### src/rtl/io_bus_master_if.sv
// Bundle of the client request/response handshake and the IO slave bus.
// The master modport is the io_bus_master view; the slave modport is the
// view of whatever sits around it (client plus IO slave).
interface io_bus_master_if;
    logic        req_valid_i;
    logic        req_ready_o;
    logic        req_we_i;
    logic [15:0] req_addr_i;
    logic [15:0] req_dat_i;
    logic        rsp_valid_o;
    logic [15:0] rsp_dat_o;
    logic        rsp_err_o;
    logic        io_stb_o;
    logic        io_we_o;
    logic [15:0] io_addr_o;
    logic [15:0] io_dat_o;
    logic        io_ack_i;
    logic [15:0] io_dat_i;

    modport master (
        input  req_valid_i, req_we_i, req_addr_i, req_dat_i, io_ack_i, io_dat_i,
        output req_ready_o, rsp_valid_o, rsp_dat_o, rsp_err_o,
               io_stb_o, io_we_o, io_addr_o, io_dat_o
    );

    modport slave (
        output req_valid_i, req_we_i, req_addr_i, req_dat_i, io_ack_i, io_dat_i,
        input  req_ready_o, rsp_valid_o, rsp_dat_o, rsp_err_o,
               io_stb_o, io_we_o, io_addr_o, io_dat_o
    );
endinterface

### src/rtl/io_bus_master.sv
// Single-outstanding IO bus master: takes one client request, runs it on the
// IO strobe bus until the slave acknowledges or the wait budget runs out,
// then returns a one-cycle response strobe with data and a timeout flag.
module io_bus_master #(
    parameter int unsigned TIMEOUT = 63
) (
    input  logic            clk_i,
    input  logic            rst_i,
    io_bus_master_if.master bus
);

    typedef enum logic [1:0] {
        IDLE = 2'd0,
        BUS  = 2'd1,
        RESP = 2'd2
    } state_t;

    // Counter value seen on the last allowed no-ack cycle; the strobe is then
    // high for exactly TIMEOUT cycles before the abort.
    localparam logic [7:0] TO_LAST = 8'(TIMEOUT - 1);

    state_t      state_q, state_d;
    logic [7:0]  cnt_q, cnt_d;
    logic        we_q;
    logic [15:0] addr_q;
    logic [15:0] dat_q;
    logic [15:0] rsp_dat_q;
    logic        rsp_err_q;
    logic        capture_req;
    logic        finish_ok;
    logic        finish_err;

    // State register; reset is asynchronous so the strobe drops immediately.
    always_ff @(posedge clk_i or posedge rst_i) begin
        if (rst_i) begin
            state_q <= IDLE;
        end else begin
            state_q <= state_d;
        end
    end

    // Next-state logic; ack takes priority over the timeout on the same cycle.
    always_comb begin
        state_d     = state_q;
        cnt_d       = cnt_q;
        capture_req = 1'b0;
        finish_ok   = 1'b0;
        finish_err  = 1'b0;
        case (state_q)
            IDLE: begin
                if (bus.req_valid_i) begin
                    capture_req = 1'b1;
                    cnt_d       = 8'd0;
                    state_d     = BUS;
                end
            end
            BUS: begin
                if (bus.io_ack_i) begin
                    finish_ok = 1'b1;
                    state_d   = RESP;
                end else if (cnt_q == TO_LAST) begin
                    finish_err = 1'b1;
                    state_d    = RESP;
                end else begin
                    cnt_d = cnt_q + 8'd1;
                end
            end
            RESP: begin
                state_d = IDLE;
            end
            default: begin
                state_d = IDLE;
            end
        endcase
    end

    // Request latch, wait counter and response registers (held between responses).
    always_ff @(posedge clk_i or posedge rst_i) begin
        if (rst_i) begin
            cnt_q     <= 8'd0;
            we_q      <= 1'b0;
            addr_q    <= 16'h0000;
            dat_q     <= 16'h0000;
            rsp_dat_q <= 16'h0000;
            rsp_err_q <= 1'b0;
        end else begin
            cnt_q <= cnt_d;
            if (capture_req) begin
                we_q   <= bus.req_we_i;
                addr_q <= bus.req_addr_i;
                dat_q  <= bus.req_dat_i;
            end
            if (finish_ok) begin
                rsp_dat_q <= we_q ? 16'h0000 : bus.io_dat_i;
                rsp_err_q <= 1'b0;
            end else if (finish_err) begin
                rsp_dat_q <= 16'h0000;
                rsp_err_q <= 1'b1;
            end
        end
    end

    // Bus outputs are decoded from state so they are zero outside BUS.
    always_comb begin
        bus.req_ready_o = (state_q == IDLE);
        bus.rsp_valid_o = (state_q == RESP);
        bus.rsp_dat_o   = rsp_dat_q;
        bus.rsp_err_o   = rsp_err_q;
        bus.io_stb_o    = 1'b0;
        bus.io_we_o     = 1'b0;
        bus.io_addr_o   = 16'h0000;
        bus.io_dat_o    = 16'h0000;
        if (state_q == BUS) begin
            bus.io_stb_o  = 1'b1;
            bus.io_we_o   = we_q;
            bus.io_addr_o = addr_q;
            bus.io_dat_o  = dat_q;
        end
    end

endmodule

### src/flat_wrapper.sv
// flat-port wrapper written by rule: the top's interface ports become plain ports
module io_bus_master_flat 
#(
    parameter int unsigned TIMEOUT = 63
)
  (clk_i, rst_i, bus_req_valid_i, bus_req_we_i, bus_req_addr_i, bus_req_dat_i, bus_io_ack_i, bus_io_dat_i, bus_req_ready_o, bus_rsp_valid_o, bus_rsp_dat_o, bus_rsp_err_o, bus_io_stb_o, bus_io_we_o, bus_io_addr_o, bus_io_dat_o);
  io_bus_master_if bus_i ();
  input  logic clk_i;
  input  logic rst_i;
  input wire logic [$bits(bus_i.req_valid_i)-1:0] bus_req_valid_i;
  input wire logic [$bits(bus_i.req_we_i)-1:0] bus_req_we_i;
  input wire logic [$bits(bus_i.req_addr_i)-1:0] bus_req_addr_i;
  input wire logic [$bits(bus_i.req_dat_i)-1:0] bus_req_dat_i;
  input wire logic [$bits(bus_i.io_ack_i)-1:0] bus_io_ack_i;
  input wire logic [$bits(bus_i.io_dat_i)-1:0] bus_io_dat_i;
  output wire logic [$bits(bus_i.req_ready_o)-1:0] bus_req_ready_o;
  output wire logic [$bits(bus_i.rsp_valid_o)-1:0] bus_rsp_valid_o;
  output wire logic [$bits(bus_i.rsp_dat_o)-1:0] bus_rsp_dat_o;
  output wire logic [$bits(bus_i.rsp_err_o)-1:0] bus_rsp_err_o;
  output wire logic [$bits(bus_i.io_stb_o)-1:0] bus_io_stb_o;
  output wire logic [$bits(bus_i.io_we_o)-1:0] bus_io_we_o;
  output wire logic [$bits(bus_i.io_addr_o)-1:0] bus_io_addr_o;
  output wire logic [$bits(bus_i.io_dat_o)-1:0] bus_io_dat_o;
  assign bus_i.req_valid_i = bus_req_valid_i;
  assign bus_i.req_we_i = bus_req_we_i;
  assign bus_i.req_addr_i = bus_req_addr_i;
  assign bus_i.req_dat_i = bus_req_dat_i;
  assign bus_i.io_ack_i = bus_io_ack_i;
  assign bus_i.io_dat_i = bus_io_dat_i;
  assign bus_req_ready_o = bus_i.req_ready_o;
  assign bus_rsp_valid_o = bus_i.rsp_valid_o;
  assign bus_rsp_dat_o = bus_i.rsp_dat_o;
  assign bus_rsp_err_o = bus_i.rsp_err_o;
  assign bus_io_stb_o = bus_i.io_stb_o;
  assign bus_io_we_o = bus_i.io_we_o;
  assign bus_io_addr_o = bus_i.io_addr_o;
  assign bus_io_dat_o = bus_i.io_dat_o;
  io_bus_master #(.TIMEOUT(TIMEOUT)) u_core (.clk_i(clk_i), .rst_i(rst_i), .bus(bus_i));
endmodule
### config.mk
export PLATFORM = sky130hd
export DESIGN_NAME = io_bus_master_flat
export DESIGN_NICKNAME = d
export VERILOG_FILES = /design/src/rtl/io_bus_master_if.sv /design/src/rtl/io_bus_master.sv /design/src/flat_wrapper.sv
export SDC_FILE = /design/constraint.sdc
export NUM_CORES = 1
export LEC_CHECK = 0
export ABC_AREA = 1
export CORE_MARGIN = 4
export CORE_UTILIZATION = 30
export DETAILED_ROUTE_END_ITERATION = 8
export PLACE_DENSITY = 0.7
export SYNTH_ARGS = -nofsm -noshare
export SYNTH_HDL_FRONTEND = slang
export SYNTH_SLANG_ARGS = --single-unit
### constraint.sdc
create_clock -name clk_i -period 4.52 [get_ports clk_i]
set_clock_uncertainty 0.2 [all_clocks]
set_input_delay 1.356 -clock clk_i [delete_from_list [all_inputs] [get_ports clk_i]]
set_output_delay 1.356 -clock clk_i [all_outputs]
set_load 0.01 [all_outputs]
==> metrics.log, run 1 <==
INFO  metric result_of_the_run = finished clean
INFO  metric grt.total_usage = 12.7%
INFO  metric cell_count_final_fillers_out = about 550
INFO  metric n_antenna_cell = 0
INFO  metric reg2reg_from = u_core.state_q[1]
INFO  metric timing.final.setup_violations = 0
INFO  metric r2r_cells = 7
INFO  metric netlist_instances = 329
INFO  metric insertion_delay = roughly 0.33 ns
INFO  metric drt_wl_total = 6660 um
INFO  metric clock_tree.htree_level_count = 3
INFO  metric type_of_the_tightest_min_delay_check = reg2reg
INFO  metric rsz0062_at_grt = false
INFO  metric critical_path.startpoint_type = register
INFO  metric dp.cells = between 500 and 600
INFO  metric capturing_element_type_of_the_critical_path = output pin
INFO  metric worstReg2RegEnd = u_core.bus.rsp_dat_o[12]
INFO  metric leakage = 1.96 nW
INFO  metric core_region_area = 8810 sq um
INFO  metric req_time_crit_path = 2.96 ns
INFO  metric wire_per_inst = 12.2 um
INFO  metric clock_root_buffer = sky130_fd_sc_hd__clkbuf_8
INFO  metric cts_buffers = 9
INFO  metric io_buffers = 105
INFO  metric die_height = roughly 100 um
INFO  metric most_crowded_layer_gr = met2
INFO  metric gp_congestion = 0.800
INFO  metric hpwlAfterDp = a little under 5000 um
INFO  metric post_cts_buffers = 0
INFO  metric globalRouteMet2Util = between 20% and 30%
INFO  metric routed-via-count = ~2.4k
INFO  metric worst-setup-path-type = reg2out
INFO  metric synth_fp_nets = 384
INFO  metric overflow = 0
INFO  metric syn2layout_area_growth = 49.5%
INFO  metric maxSlewViolCount = 0
INFO  metric clock_transition_time_at_the_flip_flop_clock_pins_of_the_worst_setup_and_hold_paths = 0.06 ns
INFO  metric peak_fanout_along_the_critical_path = 37
INFO  metric ioPinCount = 106
INFO  metric tritoncts = yes
INFO  metric worst_hold_startpoint = u_core.bus.rsp_dat_o[9]
INFO  metric synth_top_cell_by_area = sky130_fd_sc_hd__dfrtp_1
INFO  metric achievable-frequency = 0.286 GHz
INFO  metric netlist.area_leader.share = 54.9%
INFO  metric cts.hold.buffers_added = 0
INFO  metric min_period_over_period = 77.3%
INFO  metric met3_usage = 5.04%
INFO  metric routed_via_density = 4.35
INFO  metric tritoncts_sink_count = 60
INFO  metric layout.cells.most_common = sky130_fd_sc_hd__clkdlybuf4s50_1
INFO  metric first_pass_grt_wire_length = 11300 um
INFO  metric yosys.cell_types.count = 26
INFO  metric power_density = 648 nW/um^2
INFO  metric setup_total_negative_slack = 0 ns
INFO  metric syn_avg_cell_area = 8.32 sq um
INFO  metric dr.first_iter.drc_count = 94
INFO  metric dr.pass1.iters = 4
INFO  metric die_area = 10700 sq um
INFO  metric worst_slew_pin_slew = 0.726 ns
INFO  metric maxCapViolCount = 0
INFO  metric grt_start_max_net_pins = between 40 and 50
INFO  metric drt.antenna.violating_nets = 0
INFO  metric drc_errors = 0
INFO  metric die_x = between 100 and 150 um
INFO  metric vdd_ir_drop_max = 0.299 mV
INFO  metric worst-r2r-setup-slack = 2.59 ns
INFO  metric synthesis.yosys.warnings = 0
INFO  metric finalCriticalPeriod = 3.50 ns
INFO  metric mostFrequentLayoutCells = sky130_fd_sc_hd__clkdlybuf4s50_1 (105), sky130_fd_sc_hd__nor2_1 (71), sky130_fd_sc_hd__nand2_1 (63), sky130_fd_sc_hd__dfrtp_1 (60), sky130_fd_sc_hd__inv_1 (41)
INFO  metric floorplan.initialDensity = 31.1%
INFO  metric hold_path_depth = 2
INFO  metric cts_max_path_buffers = 2
INFO  metric postCtsResizedCells = 0
INFO  metric row_count = 34
INFO  metric synth_seq_area_share = between 50% and 60%
INFO  metric report.power.total = 2.65 mW
INFO  metric antenna_violations_before_repair = 0
INFO  metric timing.final.hold_violations = 0
INFO  metric yosys_register_bits = 60
INFO  metric hold_path_end = u_core.bus.rsp_dat_o[9]
INFO  metric post_synth_main_area_contributors = sky130_fd_sc_hd__dfrtp_1 (55%), sky130_fd_sc_hd__nor2_1 (9.7%), sky130_fd_sc_hd__nand2_1 (8.8%)
INFO  metric max-slew-margin-rel = 51.6%
INFO  metric cp.arrival = 1.94 ns
INFO  metric post_route_cells_drive_above_1_share = 9.13%
INFO  metric grtUsageMet1 = 14.9%
INFO  metric synth.cell_area = 2740 sq um
INFO  metric grt_pass1_vias = 2397
INFO  metric layout.nets = 488
==> synth_stat cells <==
master and count:
sky130_fd_sc_hd__o31ai_1 1, sky130_fd_sc_hd__o21ai_1 1, sky130_fd_sc_hd__o21ai_2 1, sky130_fd_sc_hd__buf_6 2, sky130_fd_sc_hd__o21bai_1 2, sky130_fd_sc_hd__ha_1 2, sky130_fd_sc_hd__inv_1 42, sky130_fd_sc_hd__buf_2 3
sky130_fd_sc_hd__buf_12 1, sky130_fd_sc_hd__nor2_1 71, sky130_fd_sc_hd__nand4_1 1, sky130_fd_sc_hd__nand2_4 2, sky130_fd_sc_hd__nand3_1 10, sky130_fd_sc_hd__buf_1 1, sky130_fd_sc_hd__nand2_2 11, sky130_fd_sc_hd__or2_2 2
sky130_fd_sc_hd__buf_4 3, sky130_fd_sc_hd__inv_2 1, sky130_fd_sc_hd__nand3_4 1, sky130_fd_sc_hd__o21ai_0 7, sky130_fd_sc_hd__clkbuf_1 4, sky130_fd_sc_hd__nor2_4 2, sky130_fd_sc_hd__a21oi_1 33, sky130_fd_sc_hd__nand2_1 64
sky130_fd_sc_hd__nor2_2 1, sky130_fd_sc_hd__dfrtp_1 60
==> logic make-up (layout without fill, tap and decap cells) <==
| family | after synthesis | in the layout | share of synthesized area (%) |
|---|---|---|---|
| DFF | 60 | 60 | 54.9 |
| and+or+nand+nor | 165 | 165 | 26.1 |
| buffers and inverters | 57 | 166 | 9.51 |
| adders and majority gates | 2 | 2 | 0.914 |
| AOI/OAI and AO/OA | 45 | 45 | 8.64 |
==> metrics by stage <==
| stage | instance area, sq um | hold slack, ns | util (%) | worst slack (ns) |
|---|---|---|---|---|
| 2_1_floorplan | 2740 | 0.281 | - | 1.48 |
| 3_3_place_gp | 3840 | 0.261 | 43.6 | 1.35 |
| 3_5_place_dp | 3840 | 0.262 | 43.6 | 1.33 |
| 4_1_cts | 4090 | 0.279 | 46.5 | 0.965 |
| 5_1_grt | 4090 | 0.312 | 46.5 | 0.848 |
| 6_report | 4090 | 0.277 | 46.5 | 1.02 |
==> worst max-delay path, stage by stage, from the launching register on <==
cell	delay [ns]
sky130_fd_sc_hd__dfrtp_1	0.38
sky130_fd_sc_hd__inv_1	0.11
sky130_fd_sc_hd__nand2_4	0.24
sky130_fd_sc_hd__inv_2	0.30
sky130_fd_sc_hd__clkdlybuf4s50_1	0.59
==> registers in the layout, indices dropped and copies added (netlist names) <==
register / flops
u_core.addr_q: 16
u_core.bus.rsp_dat_o: 16
u_core.dat_q: 16
u_core.cnt_q: 8
u_core.state_q: 2
u_core.bus.rsp_err_o: 1
u_core.we_q: 1
==> layout make-up <==
cell class,instances,area [sq um]
Inverter,43,161
Clock buffer,12,155
Timing Repair Buffer,107,1070
Tap cell,108,135
Clock inverter,4,95.1
Fill cell,854,4710
Sequential cell,60,1500
Multi-Input combinational cell,212,977
==> where the power goes <==
part | internal [mW] | switching [mW]
Sequential | 0.762 | 0.104
Clock | 0.396 | 0.200
Combinational | 0.574 | 0.617
Total | 1.73 | 0.921
==> per-layer routing <==
layer  vias up  part of all wire (%)
met5         -                     0
met4         0                   1.1
li1       1209                     -
met3         9                   7.0
met1      1079                    44
met2        76                    48
==> how the worst max path moves through the flow <==
stage	from	endpoint	slack (ns)
2_1_floorplan	rst_i	u_core.addr_q[0]	1.48
3_3_place_gp	u_core.state_q[1]	bus_io_stb_o	1.35
3_5_place_dp	u_core.state_q[1]	bus_io_stb_o	1.33
4_1_cts	u_core.state_q[1]	bus_io_stb_o	0.96
5_1_grt	u_core.state_q[1]	bus_io_stb_o	0.85
6_report	u_core.state_q[1]	bus_io_stb_o	1.02
Note: power is estimated with default switching activity, not from simulation.
==> run 2: changes to the inputs <==
- PLACE_DENSITY: 0.7 -> 0.72
- clock period: 4.52 -> 3.17 ns (I/O delays scaled with it)
==> metrics.log, run 2 (same netlist as run 1, synthesis figures left out) <==
INFO  metric layout.cells.most_common = sky130_fd_sc_hd__clkdlybuf4s50_1 (unchanged)
INFO  metric dp.cells = 531 (was 530)
INFO  metric postCtsResizedCells = 0 (unchanged)
INFO  metric overflow = 0 (unchanged)
INFO  metric tritoncts = yes (unchanged)
INFO  metric dr.pass1.iters = 4 (unchanged)
INFO  metric first_pass_grt_wire_length = 11200 um (was 11300 um)
INFO  metric n_antenna_cell = 0 (unchanged)
INFO  metric maxSlewViolCount = 0 (unchanged)
INFO  metric grt_start_max_net_pins = 67 (was 44)
INFO  metric floorplan.initialDensity = 31.1% (unchanged)
INFO  metric finalCriticalPeriod = 2.99 ns
INFO  metric clock_transition_time_at_the_flip_flop_clock_pins_of_the_worst_setup_and_hold_paths = 0.06 ns (about the same)
INFO  metric clock_tree.htree_level_count = 3 (unchanged)
INFO  metric achievable-frequency = 0.335 GHz
INFO  metric post_route_cells_drive_above_1_share = 8.28% (was 9.13%)
INFO  metric mostFrequentLayoutCells = sky130_fd_sc_hd__clkdlybuf4s50_1 (105), sky130_fd_sc_hd__nor2_1 (71), sky130_fd_sc_hd__nand2_1 (63), sky130_fd_sc_hd__dfrtp_1 (60), sky130_fd_sc_hd__inv_1 (41) (unchanged)
INFO  metric routed-via-count = 2341 (was 2373)
INFO  metric min_period_over_period = 94.3%
INFO  metric timing.final.hold_violations = 0 (unchanged)
INFO  metric cell_family_contributing_the_most_delay_on_the_critical_path = buffers and inverters (unchanged)
INFO  metric timing.critical_path.buf_inv = 2 (was 3)
INFO  metric hpwlAfterDp = 4720 um (was 4900 um)
INFO  metric type_of_the_tightest_min_delay_check = reg2reg (unchanged)
INFO  metric cts.hold.buffers_added = 0 (unchanged)
INFO  metric cp.arrival = 1.84 ns (was 1.94 ns)
INFO  metric cts_max_path_buffers = 2 (unchanged)
INFO  metric dr.first_iter.drc_count = 66 (was 94)
INFO  metric crit_path_top_delay_cell = sky130_fd_sc_hd__clkdlybuf4s50_1 (unchanged)
INFO  metric ioPinCount = 106 (unchanged)
INFO  metric grt_pass1_vias = 2344 (was 2397)
INFO  metric drc_errors = 0 (unchanged)
INFO  metric cell_count_final_fillers_out = 543 (was 546)
INFO  metric die_height = 104 um (unchanged)
INFO  metric req_time_crit_path = 2.02 ns (was 2.96 ns)
INFO  metric tritoncts_sink_count = 60 (unchanged)
INFO  metric cts_buffers = 9 (unchanged)
INFO  metric timing.final.ws_setup = 0.180 ns (was 1.02 ns)
INFO  metric drt_wl_total = 6540 um (was 6660 um)
INFO  metric power_density = 872 nW/um^2 (was 648 nW/um^2)
INFO  metric setup_total_negative_slack = 0 ns (unchanged)
INFO  metric row_count = 34 (unchanged)
INFO  metric detailedPlace.worstSlack = 0.519 ns (was 1.33 ns)
INFO  metric routed_via_density = 4.31 (was 4.35)
INFO  metric timing.final.setup_violations = 0 (unchanged)
INFO  metric rsz0062_at_grt = false (unchanged)
INFO  metric wire_per_inst = 12.1 um (was 12.2 um)
INFO  metric worst_slew_pin_slew = 0.406 ns (was 0.726 ns)
INFO  metric die_area = 10700 sq um (unchanged)
INFO  metric result_of_the_run = finished clean (unchanged)
INFO  metric io_buffers = 105 (unchanged)
INFO  metric placed_cell_area = 3870 sq um (was 3840 sq um)
INFO  metric gp_congestion = 0.796 (was 0.800)
INFO  metric vdd_ir_drop_max = 0.428 mV (was 0.299 mV)
INFO  metric critical_path.startpoint_type = register (unchanged)
INFO  metric leakage = 1.92 nW (was 1.96 nW)
INFO  metric insertion_delay = 0.33 ns (about the same)
INFO  metric max-slew-margin-rel = 72.9% (was 51.6%)
INFO  metric worst-setup-path-type = reg2out (unchanged)
INFO  metric peak_fanout_along_the_critical_path = 37 (unchanged)
INFO  metric maxCapViolCount = 0 (unchanged)
INFO  metric stdcell_area = 4020 sq um (was 4090 sq um)
INFO  metric grt.total_usage = 12.7% (about the same)
INFO  metric syn2layout_area_growth = 46.9% (was 49.5%)
INFO  metric post_cts_buffers = 0 (unchanged)
INFO  metric core_region_area = 8810 sq um (unchanged)
INFO  metric antenna_violations_before_repair = 0 (unchanged)
INFO  metric slowest_delay = 0.56 ns (was 0.59 ns)
INFO  metric die_x = 104 um (unchanged)
INFO  metric clock_root_buffer = sky130_fd_sc_hd__clkbuf_8 (unchanged)
INFO  metric worstPathCellList = inv_1 -> nand2_4 -> nor2_1 -> clkdlybuf4s50_1 (was inv_1 -> nand2_4 -> inv_2 -> clkdlybuf4s50_1)
INFO  metric drt.antenna.violating_nets = 0 (unchanged)
INFO  metric capturing_element_type_of_the_critical_path = output pin (unchanged)
INFO  metric layout.nets = 489 (was 488)
## run 2: cell types whose count changed in the layout (fill, tap and decap cells not counted), sizes merged
cell,previous run,this run
buf,2,3
clkinv,1,0
bufinv,3,0
## run 2: report_power, final
group / switching, mW / internal [mW] / total [mW]
clock: 0.261 / 0.288 / 0.549
sequential: 0.147 / 1.09 / 1.23
combinational: 0.880 / 0.840 / 1.72
total: 1.29 / 2.22 / 3.50
## run 2: worst min-delay path: cells and delay by family (launching register included)
kind	cells	cell delay (ns)
flops	1	0.34
simple gates	2	0.10
## run 2: final cells by class
cell class	count	area, sq um
Clock buffer	12	145
Multi-Input combinational cell	212	977
Sequential cell	60	1500
Tap cell	108	135
Inverter	43	161
Fill cell	875	4790
Timing Repair Buffer	108	1100
## run 2: stage by stage
| step | util, % | power, mW | hold slack, ns |
|---|---|---|---|
| 2_1_floorplan | - | 2.16 | 0.281 |
| 3_3_place_gp | 44.0 | 2.96 | 0.259 |
| 3_5_place_dp | 44.0 | 3.00 | 0.267 |
| 4_1_cts | 45.6 | 3.58 | 0.281 |
| 5_1_grt | 45.6 | 3.80 | 0.303 |
| 6_report | 45.6 | 3.50 | 0.273 |
## run 2: final timing paths
path / start / endpoint / slack, ns / cells after the start
min: u_core.bus.rsp_dat_o[13] / u_core.bus.rsp_dat_o[13] / 0.27 / 2
max in group asynchronous: rst_i / u_core.bus.rsp_dat_o[7] / 1.71 / 3
max: u_core.state_q[1] / bus_io_addr_o[2] / 0.18 / 4
min in group asynchronous: rst_i / u_core.dat_q[15] / 0.81 / 3
min reg2reg: u_core.bus.rsp_dat_o[13] / u_core.bus.rsp_dat_o[13] / 0.27 / 2
max reg2reg: u_core.state_q[1] / u_core.bus.rsp_dat_o[7] / 1.21 / 8
## run 2: per-layer routing
metal	wire length (um)	track usage, %	share of wire [%]	vias to the layer above
met3	473	5.10	7.2	8
met5	0	0	0	-
met1	2870	14.9	44	1061
li1	-	-	-	1204
met2	3140	21.4	48	68
met4	68	3.99	1.0	0
